$ cat config.mk
export PLATFORM = sky130hd
export DESIGN_NAME = decode_pipe
export DESIGN_NICKNAME = d
export VERILOG_FILES = /design/src/rtl/decode_pipe_pkg.sv /design/src/rtl/decode_comb.sv /design/src/rtl/decode_pipe.sv
export SDC_FILE = /design/constraint.sdc
export NUM_CORES = 1
export LEC_CHECK = 0
export CAP_MARGIN = 20
export CORE_MARGIN = 8
export CORE_UTILIZATION = 46
export DETAILED_ROUTE_END_ITERATION = 6
export PLACE_DENSITY = 0.76
export SETUP_SLACK_MARGIN = 0.02
export SKIP_LAST_GASP = 1
export SLEW_MARGIN = 5
export SYNTH_ARGS = -nofsm -noshare
export SYNTH_HDL_FRONTEND = slang
export SYNTH_SLANG_ARGS = --single-unit
$ cat constraint.sdc
create_clock -name clk -period 2.7 [get_ports clk]
set_clock_uncertainty 0.1 [all_clocks]
set_input_delay 0.54 -clock clk [delete_from_list [all_inputs] [get_ports clk]]
set_output_delay 0.54 -clock clk [all_outputs]
set_load 0.02 [all_outputs]
$ cat src/rtl/decode_pipe_pkg.sv
// Shared decode definitions: major opcodes, immediate formats and bundle layout.
package decode_pipe_pkg;

    localparam logic [4:0] OPC_LUI     = 5'b01101;
    localparam logic [4:0] OPC_AUIPC   = 5'b00101;
    localparam logic [4:0] OPC_JAL     = 5'b11011;
    localparam logic [4:0] OPC_JALR    = 5'b11001;
    localparam logic [4:0] OPC_BRANCH  = 5'b11000;
    localparam logic [4:0] OPC_LOAD    = 5'b00000;
    localparam logic [4:0] OPC_STORE   = 5'b01000;
    localparam logic [4:0] OPC_OPIMM   = 5'b00100;
    localparam logic [4:0] OPC_OP      = 5'b01100;
    localparam logic [4:0] OPC_OPIMM32 = 5'b00110;
    localparam logic [4:0] OPC_OP32    = 5'b01110;
    localparam logic [4:0] OPC_MISCMEM = 5'b00011;
    localparam logic [4:0] OPC_SYSTEM  = 5'b11100;

    // Bundle = {opcode, alu_op, rd, rs1, rs2, illegal, uses_rs1, uses_rs2, writes_rd, imm}.
    // The fixed part is 5*5 + 4 bits; the immediate adds XLEN bits on the low end.
    localparam int BUNDLE_FIXED_W = 29;

    typedef enum logic [2:0] {
        IMM_NONE,
        IMM_I,
        IMM_S,
        IMM_B,
        IMM_U,
        IMM_J
    } imm_fmt_e;

    // Immediate format is a pure function of the major opcode.
    function automatic imm_fmt_e imm_format(input logic [4:0] opcode);
        imm_fmt_e fmt;
        case (opcode)
            OPC_LUI, OPC_AUIPC:                         fmt = IMM_U;
            OPC_JAL:                                    fmt = IMM_J;
            OPC_JALR, OPC_LOAD, OPC_OPIMM, OPC_OPIMM32: fmt = IMM_I;
            OPC_BRANCH:                                 fmt = IMM_B;
            OPC_STORE:                                  fmt = IMM_S;
            default:                                    fmt = IMM_NONE;
        endcase
        return fmt;
    endfunction

endpackage

$ cat src/rtl/decode_comb.sv
// Purely combinational RISC-V decoder producing the packed decode bundle.
module decode_comb
    import decode_pipe_pkg::*;
#(
    parameter int XLEN = 32
) (
    input  logic [31:0]                    insn,
    output logic [XLEN+BUNDLE_FIXED_W-1:0] bundle
);

    localparam bit RV64 = (XLEN == 64);

    logic [4:0]        opcode;
    logic [2:0]        funct3;
    logic [6:0]        funct7;
    logic [4:0]        rd;
    logic [4:0]        alu_op;
    logic              is_store;
    logic              is_branch;
    logic              is_op;
    logic              is_opimm;
    logic              shift_f3;
    logic              word_op;
    logic              alt;
    logic              illegal;
    logic              uses_rs1;
    logic              uses_rs2;
    logic              writes_rd;
    logic signed [31:0] imm32;
    logic [XLEN-1:0]   imm;

    assign opcode    = insn[6:2];
    assign funct3    = insn[14:12];
    assign funct7    = insn[31:25];
    assign is_store  = (opcode == OPC_STORE);
    assign is_branch = (opcode == OPC_BRANCH);
    assign is_op     = (opcode == OPC_OP) || (opcode == OPC_OP32);
    assign is_opimm  = (opcode == OPC_OPIMM) || (opcode == OPC_OPIMM32);
    assign shift_f3  = (funct3 == 3'b001) || (funct3 == 3'b101);
    assign word_op   = (opcode == OPC_OPIMM32) || (opcode == OPC_OP32);
    assign alt       = (is_op || (is_opimm && shift_f3)) ? insn[30] : 1'b0;
    assign alu_op    = {word_op, alt, funct3};
    assign rd        = (is_store || is_branch) ? 5'd0 : insn[11:7];

    // Every immediate format fits in 32 bits, so build it there and sign-extend to XLEN.
    always_comb begin
        imm32 = '0;
        case (imm_format(opcode))
            IMM_I:   imm32 = {{20{insn[31]}}, insn[31:20]};
            IMM_S:   imm32 = {{20{insn[31]}}, insn[31:25], insn[11:7]};
            IMM_B:   imm32 = {{19{insn[31]}}, insn[31], insn[7], insn[30:25], insn[11:8], 1'b0};
            IMM_U:   imm32 = {insn[31:12], 12'b0};
            IMM_J:   imm32 = {{11{insn[31]}}, insn[31], insn[19:12], insn[20], insn[30:21], 1'b0};
            default: imm32 = '0;
        endcase
        imm = XLEN'(imm32);
    end

    // Illegal-instruction detection: reserved encodings and RV64-only forms on RV32.
    always_comb begin
        illegal = (insn[1:0] != 2'b11);
        case (opcode)
            OPC_LUI, OPC_AUIPC, OPC_JAL, OPC_MISCMEM, OPC_SYSTEM: begin
            end
            OPC_JALR: begin
                if (funct3 != 3'b000) illegal = 1'b1;
            end
            OPC_BRANCH: begin
                if (funct3 == 3'b010 || funct3 == 3'b011) illegal = 1'b1;
            end
            OPC_LOAD: begin
                if (funct3 == 3'b111) illegal = 1'b1;
                if (!RV64 && (funct3 == 3'b011 || funct3 == 3'b110)) illegal = 1'b1;
            end
            OPC_STORE: begin
                if (funct3[2]) illegal = 1'b1;
                if (!RV64 && funct3 == 3'b011) illegal = 1'b1;
            end
            OPC_OPIMM: begin
                if (!RV64 && shift_f3 && insn[25]) illegal = 1'b1;
            end
            OPC_OP: begin
                if (funct7 != 7'b0000000 &&
                    !(funct7 == 7'b0100000 && (funct3 == 3'b000 || funct3 == 3'b101)))
                    illegal = 1'b1;
            end
            OPC_OPIMM32, OPC_OP32: begin
                if (!RV64) illegal = 1'b1;
            end
            default: illegal = 1'b1;
        endcase
    end

    // Usage flags for hazard logic; illegal instructions claim no registers.
    assign uses_rs1  = !illegal && !((opcode == OPC_LUI) || (opcode == OPC_AUIPC) || (opcode == OPC_JAL));
    assign uses_rs2  = !illegal && (is_op || is_store || is_branch);
    assign writes_rd = !illegal && !is_store && !is_branch && (insn[11:7] != 5'd0);

    assign bundle = {opcode, alu_op, rd, insn[19:15], insn[24:20],
                     illegal, uses_rs1, uses_rs2, writes_rd, imm};

endmodule

$ cat src/rtl/decode_pipe.sv
// Registered decode stage with valid/ready handshake, 2-entry skid buffer and flush.
module decode_pipe
    import decode_pipe_pkg::*;
#(
    parameter int XLEN          = 32,
    parameter bit RESET_PC_ZERO = 1'b1
) (
    input  logic            clk,
    input  logic            rst,
    input  logic            flush,
    input  logic            in_valid,
    output logic            in_ready,
    input  logic [31:0]     in_insn,
    input  logic [XLEN-1:0] in_pc,
    output logic            out_valid,
    input  logic            out_ready,
    output logic [XLEN-1:0] out_pc,
    output logic [4:0]      out_opcode,
    output logic [4:0]      out_alu_op,
    output logic [4:0]      out_rd,
    output logic [4:0]      out_rs1,
    output logic [4:0]      out_rs2,
    output logic [XLEN-1:0] out_imm,
    output logic            out_illegal,
    output logic            out_uses_rs1,
    output logic            out_uses_rs2,
    output logic            out_writes_rd
);

    localparam int BW = XLEN + BUNDLE_FIXED_W;

    logic [BW-1:0]   dec_bundle;
    logic [BW-1:0]   main_bundle;
    logic [BW-1:0]   skid_bundle;
    logic [XLEN-1:0] main_pc;
    logic [XLEN-1:0] skid_pc;
    logic            main_valid;
    logic            skid_valid;
    logic            in_ready_q;
    logic            accept;
    logic            main_free;
    logic            main_load;
    logic            skid_load;
    logic            skid_valid_next;

    decode_comb #(.XLEN(XLEN)) u_decode (
        .insn   (in_insn),
        .bundle (dec_bundle)
    );

    assign accept    = in_valid && in_ready_q;
    assign main_free = !main_valid || out_ready;

    // Entry steering: a free main entry refills from skid first to keep order, else from input.
    always_comb begin
        main_load       = 1'b0;
        skid_load       = 1'b0;
        skid_valid_next = 1'b0;
        if (!rst && !flush) begin
            skid_valid_next = skid_valid;
            if (main_free) begin
                main_load       = skid_valid || accept;
                skid_valid_next = 1'b0;
            end else if (accept) begin
                skid_load       = 1'b1;
                skid_valid_next = 1'b1;
            end
        end
    end

    // Valid bits, registered in_ready and decoded bundles; reset beats flush beats transfer.
    always_ff @(posedge clk) begin
        if (rst) begin
            main_valid  <= 1'b0;
            skid_valid  <= 1'b0;
            in_ready_q  <= 1'b0;
            main_bundle <= '0;
            skid_bundle <= '0;
        end else if (flush) begin
            main_valid  <= 1'b0;
            skid_valid  <= 1'b0;
            in_ready_q  <= 1'b1;
        end else begin
            if (main_free) main_valid <= main_load;
            skid_valid <= skid_valid_next;
            in_ready_q <= !skid_valid_next;
            if (main_load) main_bundle <= skid_valid ? skid_bundle : dec_bundle;
            if (skid_load) skid_bundle <= dec_bundle;
        end
    end

    // Program counters travel beside the bundles; the main pc is only cleared when asked to be.
    always_ff @(posedge clk) begin
        if (rst && RESET_PC_ZERO) begin
            main_pc <= '0;
        end else if (main_load) begin
            main_pc <= skid_valid ? skid_pc : in_pc;
        end
        if (skid_load) skid_pc <= in_pc;
    end

    assign in_ready  = in_ready_q;
    assign out_valid = main_valid;
    assign out_pc    = main_pc;
    assign {out_opcode, out_alu_op, out_rd, out_rs1, out_rs2,
            out_illegal, out_uses_rs1, out_uses_rs2, out_writes_rd, out_imm} = main_bundle;

endmodule

==> run metrics <==
TritonCTS Buffers=17; Post-Syn Area=7890 um^2; # hold bufs at CTS=0; worst path required time=2.89 ns; RSZ-0062 raised after global routing=false; critical path peak fanout=14; Crit. End Element=flop; wirelength, routed=22.4 mm; largest net degree at the start of global routing=138; Root Buffer=clkbuf_16; drt drc=0; Yosys reg bits=189; Finished Cell Area=10400 um^2; worst r2r dst=skid_bundle[6]; Crit-path slowest cell=clkdlybuf4s50_1; worst path cell trace=clkdlybuf4s50_1 > or4b_1 > nor4_1 > o32ai_1 > nand4_2 > o32ai_1; ys async rst share=0; hold endpoint=in_ready; Vias/cell=5.61; Clk Latency, worst-skew pair=0.43 ns; r2r setup slk=0.77 ns; antenna viol nets, final=0; maxcap violations=0; Num Clock Sinks=189; startpoint types=input port; gr usage total=0.205; Worst-path clk slew=0.07 ns; Slew HR=0.492; layout cell share with drive strength beyond 1=0.0834; die area=21600 um^2; Post-Synthesis Cells=850; IR drop worst, VDD=0.479 mV; fmax=434 MHz; Area after DPL=9870 um^2; CP arrival=2.49 ns; Layout Area Growth over Synthesis=32.4%; fin crit share=0.853; hold crit path type=in -> reg; postcts setup bufs=0; pwr dens=572 nW/um^2; Final Hold Viols=0; Chip Width=147 um; cts repair resizes=0; GP Congestion=0.866; core area=17100 um^2; via count=6909; Chip Height=147 um; Max Slew Vio Count=0; Worst Hold Path Cells=2; hold path start=rst; diodes inserted=0; min Tclk post-route=2.30 ns; slowest cell delay on critical path=0.63 ns; post-detail-place hpwl=15.1 mm; CP most frequent cell=o32ai_1; Setup TNS=0 ns; # setup viols final=0; top_reg_cell synth=dfxtp_1; Mean Syn Cell Area=9.28 um^2; CTS tree=yes; Synth cell types=58; worst r2r src=out_valid; Initial Util=0.463; Crit Path Class=in -> reg; worst slew pin tran=0.762 ns; WL/cell=18.2 um; Pleak=3.35 nW; reg2reg path depth=6; FP Rows=48; drt initial violations=609; grt ovf=0; vias in the first global route=6541; status=completed; Port Buffers=163; initial antenna violation count=0; Longest Clk Path Bufs=2; post-synth net total=919; commonest non-fill, non-tap cell in the layout=clkdlybuf4s50_1; first-pass GRT wire length=36.0 mm; # nets final=1063; drt pass-1 iters=7; Yosys warnings=0; H-Tree Depth=4; num ports=164; Seq/Total Area, Yosys=0.520; commonest cells after routing, fill and taps aside=162 x clkdlybuf4s50_1, 156 x dfxtp_1, 113 x nor2_1; number of synthesized flops with an enable pin=32
worst max-delay path, delay by kind of cell:
family | cells | cell delay, ns
AO/OA/AOI/OAI | 2 | 0.26
AND/OR/NAND/NOR | 3 | 1.07
buffers and inverters | 1 | 0.63
Yosys cell counts, drive strengths merged, types with 2 or more instances:
master / number / area share
dfxtp: 157 / 0.40
nor2: 113 / 0.054
a211oi: 82 / 0.080
nand2: 80 / 0.038
mux2i: 51 / 0.065
o21ai: 48 / 0.030
a21oi: 41 / 0.026
buf: 40 / 0.027
clkbuf: 36 / 0.017
nor3: 34 / 0.022
edfxtp: 32 / 0.12
nand3: 31 / 0.020
a221oi: 14 / 0.016
a31oi: 12 / 0.0095
a22oi: 7 / 0.0067
a311oi: 7 / 0.0078
inv: 7 / 0.0033
o211ai: 7 / 0.0073
nand2b: 5 / 0.0040
nor2b: 4 / 0.0032
o32ai: 4 / 0.0054
and2: 3 / 0.0024
and3: 3 / 0.0024
a21o: 2 / 0.0019
and3b: 2 / 0.0022
nand4: 2 / 0.0024
nor3b: 2 / 0.0019
nor4: 2 / 0.0016
nor4b: 2 / 0.0030
o21a: 2 / 0.0019
o31ai: 2 / 0.0019
or2: 2 / 0.0016
or4b: 2 / 0.0025
flip-flops by register name (all words and copies together) (netlist names):
register     count
in_ready         1
main_bundle     61
out_pc          32
out_valid        1
skid_bundle     61
skid_pc         32
skid_valid       1
where the power goes:
part           leakage (nW)  internal [mW]  switching [mW]
Combinational          1.52          0.271           0.321
Sequential             1.56           2.90          0.0253
Clock                 0.277           1.31            1.15
metal layers:
metal  vias to the layer above  GRT usage  part of all wire
li1                       3384          -                 -
met1                      3276      0.268              0.45
met2                       228      0.333              0.48
met3                        21     0.0508             0.057
met4                         0     0.0546             0.011
met5                         -          0                 0
logic make-up (layout without fill, tap and decap cells):
group,after synthesis,after routing,share of synthesized area
multiplexers,51,51,0.0647
AND/OR/NAND/NOR,289,289,0.163
buffers and inverters,84,241,0.0479
flip-flops,189,189,0.520
XOR/XNOR,1,1,0.00111
AO/OA/AOI/OAI,236,236,0.203
area by class of cell:
type                       count  area [um^2]
multi-input combinational    577         3420
tap                          225          282
fill                        1429         6610
clock buffer                  17          425
inverter                       8         31.3
timing repair buffer         201         2030
sequential                   189         4110
clock inverter                15          153
worst max-delay path by stage:
stage,slack [ns],from,cells past startpoint,endpoint
floorplan,0.02,out_ready,4,skid_pc[0]
global placement,0.02,in_insn[2],7,main_bundle[32]
detailed placement,0.008,in_insn[5],6,main_bundle[32]
CTS,0.46,in_insn[5],6,main_bundle[32]
global route,0.33,in_insn[6],5,main_bundle[28]
finish,0.40,in_insn[5],6,main_bundle[32]
per-stage QoR:
| step | total power, mW | cells | utilization | setup WS, ns | hold slack [ns] |
|---|---|---|---|---|---|
| floorplan | 3.27 | 850 | - | 0.0224 | 0.331 |
| global placement | 3.58 | 1200 | 0.579 | 0.0197 | 0.339 |
| detailed placement | 3.58 | 1200 | 0.579 | 0.00796 | 0.344 |
| CTS | 6.03 | 1232 | 0.613 | 0.464 | 0.191 |
| global route | 6.20 | 1232 | 0.613 | 0.328 | 0.191 |
| finish | 5.98 | 1232 | 0.613 | 0.397 | 0.211 |
Note: power is estimated with default switching activity, not from simulation.
